### src/rtl/v8cpu_exec.sv
// v8cpu execute/writeback stage: register file, ALU operand latches, writeback.
// Define V8CPU_EXEC_SETTLE_EN to add a SETTLE cycle before writeback.
module v8cpu_exec #(
  parameter int NREGS = 8
) (
  input  logic       clk,
  input  logic       reset,
  input  logic       in_valid,
  output logic       in_ready,
  input  logic [2:0] in_op,
  input  logic [2:0] in_rd,
  input  logic [2:0] in_ra,
  input  logic [2:0] in_rb,
  input  logic [7:0] in_imm,
  input  logic       in_use_imm,
  output logic [2:0] alu_op,
  output logic [7:0] alu_a,
  output logic [7:0] alu_b,
  input  logic [7:0] alu_c,
  input  logic       alu_eq,
  output logic       flag_eq,
  output logic       done,
  input  logic [2:0] dbg_sel,
  output logic [7:0] dbg_data
);

  typedef enum logic [1:0] {
    IDLE,
    EXEC,
    SETTLE
  } state_t;

  state_t     state;
  state_t     stateNext;
  logic       accept;
  logic       wbEn;
  logic [2:0] rdLat;
  logic       isLdi;
  logic [7:0] regs [NREGS];

  always_ff @(posedge clk) begin
    if (reset) state <= IDLE;
    else       state <= stateNext;
  end

  always_comb begin
    stateNext = state;
    accept    = 1'b0;
    wbEn      = 1'b0;
    unique case (state)
      IDLE: begin
        if (in_valid) begin
          accept    = 1'b1;
          stateNext = EXEC;
        end
      end
      EXEC: begin
`ifdef V8CPU_EXEC_SETTLE_EN
        stateNext = SETTLE;
`else
        wbEn      = 1'b1;
        stateNext = IDLE;
`endif
      end
      SETTLE: begin
        wbEn      = 1'b1;
        stateNext = IDLE;
      end
      default: stateNext = IDLE;
    endcase
  end

  assign in_ready = (state == IDLE);
  assign dbg_data = regs[dbg_sel];

  // LDI writes back the latched immediate and leaves flag_eq alone
  always_ff @(posedge clk) begin
    if (reset) begin
      alu_op  <= '0;
      alu_a   <= '0;
      alu_b   <= '0;
      rdLat   <= '0;
      isLdi   <= 1'b0;
      flag_eq <= 1'b0;
      done    <= 1'b0;
      for (int i = 0; i < NREGS; i++)
        regs[i] <= '0;
    end else begin
      done <= wbEn;
      if (accept) begin
        alu_op <= in_op;
        alu_a  <= regs[in_ra];
        alu_b  <= in_use_imm ? in_imm
                             : regs[in_rb];
        rdLat  <= in_rd;
        isLdi  <= (in_op == 3'b111);
      end
      if (wbEn) begin
        if (isLdi) begin
          regs[rdLat] <= alu_b;
        end else begin
          regs[rdLat] <= alu_c;
          flag_eq     <= alu_eq;
        end
      end
    end
  end

endmodule

### config.mk
export PLATFORM = sky130hd
export DESIGN_NAME = v8cpu_exec
export DESIGN_NICKNAME = d
export VERILOG_FILES = /design/src/rtl/v8cpu_exec.sv
export SDC_FILE = /design/constraint.sdc
export NUM_CORES = 1
export LEC_CHECK = 0
export ABC_AREA = 1
export ABC_CLOCK_PERIOD_IN_PS = 3450
export BUFFER_PORTS_ARGS = -buffer_cell sky130_fd_sc_hd__buf_2
export CAP_MARGIN = 30
export CORE_UTILIZATION = 60
export CTS_BUF_LIST = sky130_fd_sc_hd__clkbuf_4 sky130_fd_sc_hd__clkbuf_8
export DETAILED_ROUTE_END_ITERATION = 8
export PLACE_DENSITY = 0.93
export SLEW_MARGIN = 20
export SYNTH_ARGS = -nofsm -noshare
export SYNTH_HDL_FRONTEND = slang
export SYNTH_SLANG_ARGS = --single-unit
### constraint.sdc
create_clock -name clk -period 3.45 [get_ports clk]
set_input_delay 0.1725 -clock clk [delete_from_list [all_inputs] [get_ports clk]]
set_output_delay 0.1725 -clock clk [all_outputs]
set_load 0.05 [all_outputs]
==> out/metrics.csv, run 1 <==
stage,metric,value,unit
power,Pleak,2.28,nW
worst_hold_path,Hold Path Class,in2reg,
worst_hold_path,hold_sp,reset,
global_routing,pin count of the biggest net entering global routing,65,
global_routing,initial antenna violation count,0,
worst_setup_path,Reg2Reg Depth,6,
flow_run,# Max-Cap Violations,0,
synthesis,"Warnings, synthesis",0,
global_routing,GR Util met2,0.531,
synthesis,Synth cell types,25,
sta,Fin. Hold Viols,0,
die,die width,94.7,um
global_routing,met3 usage,0.0580,
clocking,Clock Sinks,90,
final_layout,area of the multi-input gates,2300,um2
worst_hold_path,hold path depth,2,
worst_setup_path,Critical Path End Type,output pin,
routing,DR WL/cell,17.5,um
place,Port Buf Inserts,65,
worst_setup_path,crit path launch type,input port,
sta,Final setup viols,0,
global_routing,vias in the first global route,4473,
synthesis,Mapped Nets,683,
synthesis,Netlist Area Pre-Place,5160,um2
final_layout,n_diodes,0,
sta,slew margin rel.,0.472,
sta,setup_tns,0,ns
sta,f_max,439,MHz
worst_hold_path,hold endpoint,alu_op[2],
worst_setup_path,Crit Path Max Fanout,49,
clocking,TritonCTS buffer count,9,
clocking,root buffer cell,clkbuf_8,
place,hpwl dp,9.81,mm
final_layout,post-route insts no fill,796,
clocking,Max Buffers Root-to-Sink,2,
power,Max IR drop VDD,0.226,mV
routing,DRT iter0 DRCs,620,
clocking,hold buffer count at cts,0,
clocking,clock latency on the worst-skew pair,0.37,ns
sta,final max-slew violation count,0,
final_layout,register area,2440,um2
power,Power Density,431,nW/um2
die,Ports,66,
global_routing,GR Util met1,0.383,
global_routing,global-route wire length before repair,21.4,mm
final_layout,number of fill cells,644,
sta,worst hold slack,0.0252,ns
sta,final worst slack,1.17,ns
worst_setup_path,critical path class,in2out,
worst_setup_path,CP max stage delay,0.59,ns
worst_setup_path,CP arrival,2.11,ns
sta,measured slew at the worst slew-check pin,0.792,ns
final_layout,most frequent cells in the layout,"121 x nand2_1, 89 x nor2_1, 69 x a21oi_1",
worst_setup_path,"slowest stage cell, crit path",buf_2,
routing,via/cell ratio,6.31,
clocking,# Post-CTS Setup Buffers,0,
place,DP Worst Slack,1.29,ns
synthesis,Mapped Avg Cell Area,7.97,um2
place,placed insts,779,
routing,DR pass1 iterations,6,
die,die height,94.7,um
global_routing,GR Overflow Total,0,
worst_setup_path,worst reg2reg path startpoint,state[0],
die,row count,33,
routing,Residual DRC,0,
worst_setup_path,"critical path, cell by cell",buf_2 -> inv_1 -> a21oi_1 -> o21ai_0 -> a31oi_1 -> buf_2,
routing,Antenna Nets Post-Route,0,
worst_setup_path,CP required,3.28,ns
clocking,H-Tree Depth,3,
final_layout,Final nets,722,
global_routing,Total GRT Usage,0.322,
run_status,status,"complete, no violations",
worst_setup_path,reg2reg setup slack,1.69,ns
synthesis,Synth Instances,647,
sta,unrepaired setup endpoints after global routing,false,
die,initial core utilization,0.625,
worst_setup_path,cell mode on critical path,buf_2,
final_layout,"commonest non-fill, non-tap cell in the layout",nand2_1,
die,CORE AREA,8260,um2
clocking,CTS tree,yes,
clocking,Clock transition at path regs,0.10,ns
routing,Routed WL,13.9,mm
final_layout,synthesis-to-finish area growth,8.35,%
routing,via count,5024,
place,gpl congestion,1.07,
worst_setup_path,reg-to-reg endpoint,regs[6][6],
synthesis,Synth Register Bits,90,
final_layout,share of layout cells above drive strength 1,0.151,
die,die area,8970,um2
sta,post-layout min period,2.28,ns
synthesis,sequential area share after synthesis,0.474,
clocking,Post-CTS Resized,0,
global_routing,busiest grt layer,met2,
sta,fin crit share,0.660,
sta,clk_skew,0.0149,ns
-- logic make-up after synthesis --
group	Yosys count	share of synthesized area
AND/OR/NAND/NOR	275	0.224
AO/OA/AOI/OAI	184	0.187
flip-flops	90	0.474
buffers and inverters	90	0.0805
multiplexers	8	0.0349
-- power by group --
| part | leakage, nW | switching [W] | total [W] | internal (W) |
|---|---|---|---|---|
| logic | 1.31 | 0.000361 | 0.000493 | 0.000132 |
| clock network | 0.0952 | 0.000398 | 0.000666 | 0.000268 |
| registers | 0.874 | 0.0000411 | 0.00125 | 0.00121 |
| total | 2.28 | 0.000800 | 0.00241 | 0.00161 |
-- final cells by class --
class	count	area share
inverters	52	0.0349
repair buffers	66	0.0618
clock buffers	9	0.0222
multi-input cells	467	0.412
flip-flops and latches	90	0.437
well taps	105	0.0235
clock inverters	7	0.00896
-- cell usage after synthesis --
cell      instances  area, um2
nand2_1         121        454
nor2_1           89        334
a21oi_1          69        345
o21ai_0          67        335
edfxtp_1         64       1920
nand3_1          55        275
inv_1            45        169
o21ai_1          31        155
dfxtp_1          26        521
buf_2            23        115
o211ai_1         14        105
mux2i_4           8        180
clkbuf_1          7       26.3
inv_2             7       26.3
buf_6             5       56.3
buf_4             3       22.5
nor2_2            3       18.8
a31oi_1           2       12.5
or2_1             2       12.5
a32oi_1           1       8.76
nand2_4           1       11.3
nand2_8           1       20.0
nor2_8            1       20.0
nor3_1            1       5.00
or2_2             1       6.26
-- worst max-delay path, delay by kind of cell --
| family | cells | cell delay [ns] |
|---|---|---|
| buffers and inverters | 3 | 1.35 |
| AO/OA/AOI/OAI | 3 | 0.56 |
-- flip-flops by register name, summed over array words and instances (netlist names) --
signal	flops
alu_a	8
alu_b	8
alu_op	3
done	1
flag_eq	1
isLdi	1
rdLat	3
regs	64
state	1
-- metrics by stage --
step                      total power (W)  instance area [um2]   util
after floorplan                   0.00163                 5160      -
after global placement            0.00173                 5390  0.653
after detailed placement          0.00175                 5390  0.653
after CTS                         0.00239                 5570  0.674
after global routing              0.00249                 5590  0.677
final                             0.00241                 5590  0.677
-- layer usage --
layer | up-vias | routed length (um)
li1 | 2284 | -
met1 | 2303 | 4830
met2 | 353 | 6900
met3 | 84 | 1350
met4 | 0 | 847
met5 | - | 0
-- worst max-delay path by stage --
| stage | start | to | slack, ns | cells after the start |
|---|---|---|---|---|
| 2_1_floorplan | dbg_sel[0] | dbg_data[0] | 1.77 | 4 |
| 3_3_place_gp | dbg_sel[0] | dbg_data[0] | 1.37 | 6 |
| 3_5_place_dp | dbg_sel[0] | dbg_data[0] | 1.29 | 6 |
| 4_1_cts | dbg_sel[0] | dbg_data[0] | 1.29 | 6 |
| 5_1_grt | dbg_sel[0] | dbg_data[5] | 1.04 | 6 |
| 6_report | dbg_sel[0] | dbg_data[5] | 1.17 | 6 |
(Power assumes the default switching activity.)
==> run 2, diff against run 1 <==
ABC_AREA = 0   (was 1)
ABC_CLOCK_PERIOD_IN_PS = 2100   (was 3450)
PLACE_DENSITY = 0.94   (was 0.93)
clock period = 2.1 ns   (was 3.45 ns; I/O delays follow)
==> out/metrics.csv, run 2 <==
stage,metric,value,unit,change
worst_setup_path,critical path class,reg2out,,
routing,via/cell ratio,6.63,,+5.1%
worst_setup_path,Crit path max-delay family,multiplexers,,
worst_setup_path,Crit Path Max Fanout,3,,-94%
power,Pleak,2.31,nW,+1.4%
worst_setup_path,crit path launch type,flip-flop,,
routing,DRT iter0 DRCs,502,,-19%
final_layout,share of layout cells above drive strength 1,0.273,,+0.123
final_layout,post-route insts no fill,622,,-22%
die,CORE AREA,7770,um2,-5.9%
sta,final max-slew violation count,0,,unchanged
synthesis,most frequent cells after synthesis,"78 x nor2_1, 72 x mux2i_1, 64 x edfxtp_1",,
flow_run,# Max-Cap Violations,0,,unchanged
sta,clk_skew,0.0122,ns,-0.00265 ns
clocking,Clock transition at path regs,0.10,ns,about the same
final_layout,most frequent cells in the layout,"78 x nor2_1, 72 x mux2i_1, 65 x buf_2",,
die,initial core utilization,0.621,,-0.00309
global_routing,GR Overflow Total,0,,unchanged
final_layout,"Most flops, register",regs,,
sta,unrepaired setup endpoints after global routing,false,,
die,row count,32,,-3.0%
run_status,status,"complete, no violations",,
routing,DR pass1 iterations,6,,unchanged
synthesis,Synth area leader,edfxtp_1,,
worst_setup_path,reg-to-reg endpoint,regs[5][6],,
sta,final worst slack,0.169,ns,-1.00 ns
synthesis,"count leader, synth",nor2_1,,
synthesis,Synth Register Bits,90,,unchanged
die,Ports,66,,unchanged
synthesis,Netlist Area Pre-Place,4830,um2,-6.4%
place,Port Buf Inserts,65,,unchanged
clocking,Clock Sinks,90,,unchanged
synthesis,sequential area share after synthesis,0.506,,+0.0324
worst_hold_path,Hold Path Class,in2reg,,
clocking,CTS tree,yes,,
worst_setup_path,"slowest stage cell, crit path",mux4_2,,
routing,Residual DRC,0,,unchanged
synthesis,leading post-synthesis cells by cell area,"edfxtp_1 40%, mux2i_1 15%, dfxtp_1 11%, mux4_2 7.5%, nor2_1 6.1%",,
worst_hold_path,hold endpoint,flag_eq,,
die,die height,91.7,um,-3.2%
sta,slew margin rel.,0.432,,-0.0402
worst_setup_path,reg2reg setup slack,0.29,ns,-1.40 ns
sta,f_max,518,MHz,
sta,post-layout min period,1.93,ns,
worst_setup_path,Critical Path End Type,output pin,,
power,Max IR drop VDD,0.451,mV,+100%
place,placed insts,600,,-23%
final_layout,Final nets,551,,-24%
global_routing,vias in the first global route,4020,,-10%
final_layout,"commonest non-fill, non-tap cell in the layout",nor2_1,,
worst_setup_path,"critical path, cell by cell",mux4_2 -> mux2_2 -> buf_2,,
synthesis,asr flop ratio synth,0,,unchanged
worst_setup_path,worst reg2reg path startpoint,state[0],,
final_layout,n_diodes,0,,unchanged
final_layout,max reg flops,64,,unchanged
synthesis,post-synth top area share,0.398,,+0.0255
sta,worst hold slack,0.0273,ns,+0.00208 ns
worst_hold_path,hold path depth,3,,+1
sta,Fin. Hold Viols,0,,unchanged
place,DP Worst Slack,0.331,ns,-0.963 ns
worst_setup_path,CP arrival,1.83,ns,-0.28 ns
final_layout,final core occ,0.735,,+0.0582
synthesis,Main synth FF type,edfxtp_1,,
sta,measured slew at the worst slew-check pin,0.849,ns,+0.0572 ns
final_layout,number of fill cells,499,,-23%
routing,DR WL/cell,22.6,um,+29%
routing,Routed WL,14.0,mm,+0.70%
power,Power Density,713,nW/um2,+65%
worst_setup_path,CP required,2.00,ns,-1.28 ns
routing,Antenna Nets Post-Route,0,,unchanged
worst_setup_path,Reg2Reg Depth,5,,-1
die,die area,8410,um2,-6.3%
global_routing,initial antenna violation count,0,,unchanged
place,hpwl dp,9.12,mm,-7.0%
clocking,H-Tree Depth,3,,unchanged
clocking,Max Buffers Root-to-Sink,2,,unchanged
clocking,root buffer cell,clkbuf_8,,
worst_setup_path,CP max stage delay,0.49,ns,-0.10 ns
final_layout,Regs by FF count,"regs x64, alu_a x8, alu_b x8",,
global_routing,Total GRT Usage,0.344,,+0.0212
clocking,TritonCTS buffer count,9,,unchanged
die,die width,91.7,um,-3.2%
global_routing,global-route wire length before repair,21.0,mm,-2.1%
worst_setup_path,Levels on crit path,3,,-3
final_layout,synthesis-to-finish area growth,18.2,%,
global_routing,pin count of the biggest net entering global routing,33,,-49%
clocking,clock latency on the worst-skew pair,0.38,ns,about the same
sta,fin crit share,0.919,,
place,gpl congestion,0.887,,-17%
worst_hold_path,hold_sp,alu_eq,,
routing,via count,4125,,-18%
synthesis,Post-synth EDFFs,64,,unchanged
sta,Final setup viols,0,,unchanged
sta,setup_tns,0,ns,unchanged
worst_setup_path,Bufs and invs on worst path,1,,-2
synthesis,Mapped Avg Cell Area,11.3,um2,+41%
synthesis,"Warnings, synthesis",0,,unchanged
synthesis,Synth Instances,428,,-34%
synthesis,Synth cell types,28,,+12%
synthesis,Mapped Nets,464,,-32%
run 2: cell count changes after synthesis, sizes merged, moves of 15 or more:
cell | before | now
nand2 | 123 | 16
o21ai | 98 | 9
mux2i | 8 | 72
inv | 52 | 1
a21oi | 69 | 24
nand3 | 55 | 12
a22oi | 0 | 32
mux4 | 0 | 16
nor2 | 93 | 78
run 2: layout make-up:
type | instances | area (um2) | area share
clock buffer | 9 | 124 | 0.0217
clock inverter | 7 | 77.6 | 0.0136
inverter | 1 | 3.75 | 0.000658
multi-input combinational | 307 | 2250 | 0.394
sequential | 90 | 2440 | 0.428
tap | 102 | 128 | 0.0224
timing repair buffer | 106 | 686 | 0.120
run 2: worst max path at each step:
stage | endpoint | start | slack (ns)
after detailed placement | regs[1][6] | state[0] | 0.33
after global routing | dbg_data[7] | regs[3][7] | 0.14
after floorplan | regs[0][0] | state[0] | 0.14
after global placement | regs[5][5] | state[0] | 0.41
final | dbg_data[5] | regs[6][5] | 0.17
after CTS | dbg_data[7] | regs[3][7] | 0.18
run 2: cells by family (layout without fill, tap and decap cells):
kind of cell | Yosys count | in the layout | share of synthesized area
and+or+nand+nor | 146 | 146 | 0.139
muxes | 96 | 96 | 0.243
DFF | 90 | 90 | 0.506
AOI/OAI and AO/OA | 65 | 65 | 0.0840
buffers and inverters | 31 | 123 | 0.0285
run 2: metal layers:
metal,routed length [um],track usage,vias up
met5,0,0,-
met4,813,0.197,0
met3,1470,0.0638,74
met2,6840,0.571,330
met1,4910,0.423,1947
li1,-,-,1774
run 2: stage by stage:
stage,power [W],area (um2)
floorplan,0.00260,4830
global placement,0.00283,5450
detailed placement,0.00286,5450
CTS,0.00405,5710
global route,0.00418,5710
finish,0.00407,5710
run 2: report_power, final:
| group | leakage, nW | internal, W | switching, W |
|---|---|---|---|
| Clock | 0.105 | 0.000562 | 0.000661 |
| Combinational | 1.33 | 0.000291 | 0.000507 |
| Sequential | 0.873 | 0.00198 | 0.0000690 |
run 2: repair_timing:
| action | 4_1_cts | 5_1_grt |
|---|---|---|
| buffers inserted | 0 | 0 |
| endpoints found under the hold margin | 7 | 0 |
| hold buffers | 6 | 0 |
| resized for setup | 0 | 0 |
run 2: tightest hold or removal path, cell delays in order:
cell and delay, ns:
buf_2 0.10, nand3b_1 0.08, a21oi_1 0.07
==> run 3, diff against run 2 <==
ABC_CLOCK_PERIOD_IN_PS = 2400   (was 2100)
CORE_UTILIZATION = 40   (was 60)
PLACE_DENSITY = 0.7   (was 0.94)
clock period = 2.4 ns   (was 2.1 ns; I/O delays follow)
==> out/metrics.csv, run 3 (synthesis gave the netlist of run 2 again) <==
stage,metric,value,unit,change
clocking,TritonCTS buffer count,9,,unchanged
final_layout,Regs by FF count,"regs x64, alu_a x8, alu_b x8",,
worst_setup_path,CP arrival,2.17,ns,+0.34 ns
sta,f_max,488,MHz,
clocking,Max Buffers Root-to-Sink,2,,unchanged
die,Ports,66,,unchanged
final_layout,max reg flops,64,,unchanged
worst_setup_path,CP max stage delay,0.67,ns,+0.18 ns
routing,Routed WL,14.5,mm,+3.6%
worst_hold_path,Hold Path Class,in2reg,,
global_routing,global-route wire length before repair,21.8,mm,+3.9%
clocking,root buffer cell,clkbuf_8,,
final_layout,"commonest non-fill, non-tap cell in the layout",nor2_1,,
power,Max IR drop VDD,0.447,mV,-0.79%
worst_hold_path,hold_sp,in_op[2],,
worst_setup_path,crit path launch type,flip-flop,,
power,Internal,0.00269,W,-5.0%
final_layout,number of fill cells,1028,,+110%
run_status,status,"complete, but fails checks",,
worst_setup_path,critical path class,reg2reg,,
worst_setup_path,Bufs and invs on worst path,2,,+1
sta,post-layout min period,2.05,ns,
worst_setup_path,Levels on crit path,5,,+2
place,hpwl dp,10.1,mm,+11%
run_status,failing checks,DRC,,
flow_run,# Max-Cap Violations,0,,unchanged
sta,measured slew at the worst slew-check pin,0.744,ns,-0.105 ns
power,Pleak,2.35,nW,+1.7%
routing,DR WL/cell,21.7,um,-3.6%
global_routing,initial antenna violation count,0,,unchanged
place,gpl congestion,0.880,,-0.81%
routing,DRT iter0 DRCs,436,,-13%
sta,Final setup viols,0,,unchanged
die,die area,12500,um2,+49%
sta,final max-slew violation count,0,,unchanged
clocking,Clock transition at path regs,0.09,ns,about the same
worst_setup_path,Crit Path Max Fanout,8,,+5
final_layout,n_diodes,0,,unchanged
sta,Fin. Hold Viols,0,,unchanged
global_routing,vias in the first global route,3952,,-1.7%
sta,setup_tns,0,ns,unchanged
worst_setup_path,"slowest stage cell, crit path",nor3_4,,
routing,Residual DRC,5,,+5
worst_setup_path,CP Launch Point,state[0],,
routing,via count,3964,,-3.9%
global_routing,GR Overflow Total,0,,unchanged
final_layout,synthesis-to-finish area growth,20.9,%,
final_layout,share of layout cells above drive strength 1,0.282,,+0.00883
worst_setup_path,CP required,2.52,ns,+0.52 ns
power,Logic pwr share,0.188,,-0.008
place,Port Buf Inserts,65,,unchanged
power,Power Density,642,nW/um2,-10%
clocking,Clock Sinks,90,,unchanged
power,Clock power frac,0.334,,+0.033
die,row count,39,,+22%
clocking,H-Tree Depth,3,,unchanged
worst_setup_path,"critical path, cell by cell",inv_1 -> nor3_4 -> mux2i_1 -> buf_4 -> nor2_1,,
die,CORE AREA,11600,um2,+49%
place,DP Worst Slack,0.404,ns,+0.0722 ns
clocking,clock latency on the worst-skew pair,0.37,ns,about the same
sta,final worst slack,0.350,ns,+0.181 ns
sta,slew margin rel.,0.502,,+0.0702
routing,Antenna Nets Post-Route,0,,unchanged
global_routing,Total GRT Usage,0.236,,-0.107
power,Sw Share,0.282,,-0.0220
sta,fin crit share,0.854,,
final_layout,Final nets,556,,+0.91%
die,die width,112,um,+22%
final_layout,"Most flops, register",regs,,
power,Net Sw Power,0.00106,W,-15%
global_routing,pin count of the biggest net entering global routing,25,,-24%
clocking,CTS tree,yes,,
power,Flop pwr share,0.478,,-0.026
worst_setup_path,Reg2Reg Depth,5,,unchanged
die,die height,112,um,+22%
routing,via/cell ratio,5.93,,-11%
final_layout,most frequent cells in the layout,"78 x nor2_1, 72 x mux2i_1, 65 x buf_2",,
worst_setup_path,Critical Path End Type,flip-flop,,
worst_hold_path,hold path depth,3,,unchanged
worst_setup_path,worst reg2reg path startpoint,state[0],,
sta,unrepaired setup endpoints after global routing,false,,
sta,clk_skew,0.0145,ns,+0.00229 ns
worst_setup_path,Crit path max-delay family,simple AND/OR/NAND/NOR gates,,
die,initial core utilization,0.417,,-0.204
routing,DR pass1 iterations,7,,+1
[run 3: cell type report]
cell class | count | area [um2] | area share
sequential | 90 | 2440 | 0.418
multi-input combinational | 307 | 2250 | 0.385
timing repair buffer | 111 | 721 | 0.123
tap | 143 | 179 | 0.0306
clock buffer | 9 | 124 | 0.0212
clock inverter | 7 | 121 | 0.0208
inverter | 1 | 3.75 | 0.000643
[run 3: what timing repair did]
action	in CTS	in global routing
gates resized for setup	0	0
endpoints found under the hold margin	5	0
hold buffers	5	0
setup buffers	0	0
[run 3: worst register-to-register path: stages, from the launching register on]
cell     delay [ns]
dfxtp_1        0.45
inv_1          0.16
nor3_4         0.67
mux2i_1        0.29
buf_4          0.18
nor2_1         0.06
[run 3: layer usage]
layer  global-route usage  share of wire  routed length (um)
met1                0.294           0.39                5640
met2                0.407           0.50                7200
met3               0.0495          0.098                1420
met4               0.0829          0.018                 265
met5                    0              0                   0
[run 3: path summary, 6_finish.rpt]
path	to	slack [ns]
setup / recovery	regs[2][3]	0.35
hold / removal	alu_op[2]	0.02
setup reg to reg	regs[2][3]	0.35
hold reg to reg	alu_op[0]	0.46
[run 3: metrics by stage]
| stage | area [um2] | util | hold WS, ns | cells | total power (W) |
|---|---|---|---|---|---|
| after detailed placement | 5540 | 0.479 | 0.370 | 647 | 0.00252 |
| after global placement | 5540 | 0.479 | 0.363 | 647 | 0.00250 |
| final | 5840 | 0.505 | 0.0194 | 668 | 0.00375 |
| after global routing | 5840 | 0.505 | 0.0183 | 668 | 0.00387 |
| after CTS | 5840 | 0.505 | 0.00974 | 668 | 0.00376 |
| after floorplan | 4830 | - | 0.256 | 428 | 0.00228 |
[run 3: power groups by stage]
stage                     combinational (W)  sequential (W)  clock (W)
after global placement             0.000679         0.00182          0
after global routing               0.000740         0.00180    0.00133
after detailed placement           0.000692         0.00183          0
after floorplan                    0.000379         0.00190          0
after CTS                          0.000701         0.00179    0.00127
final                              0.000705         0.00179    0.00125
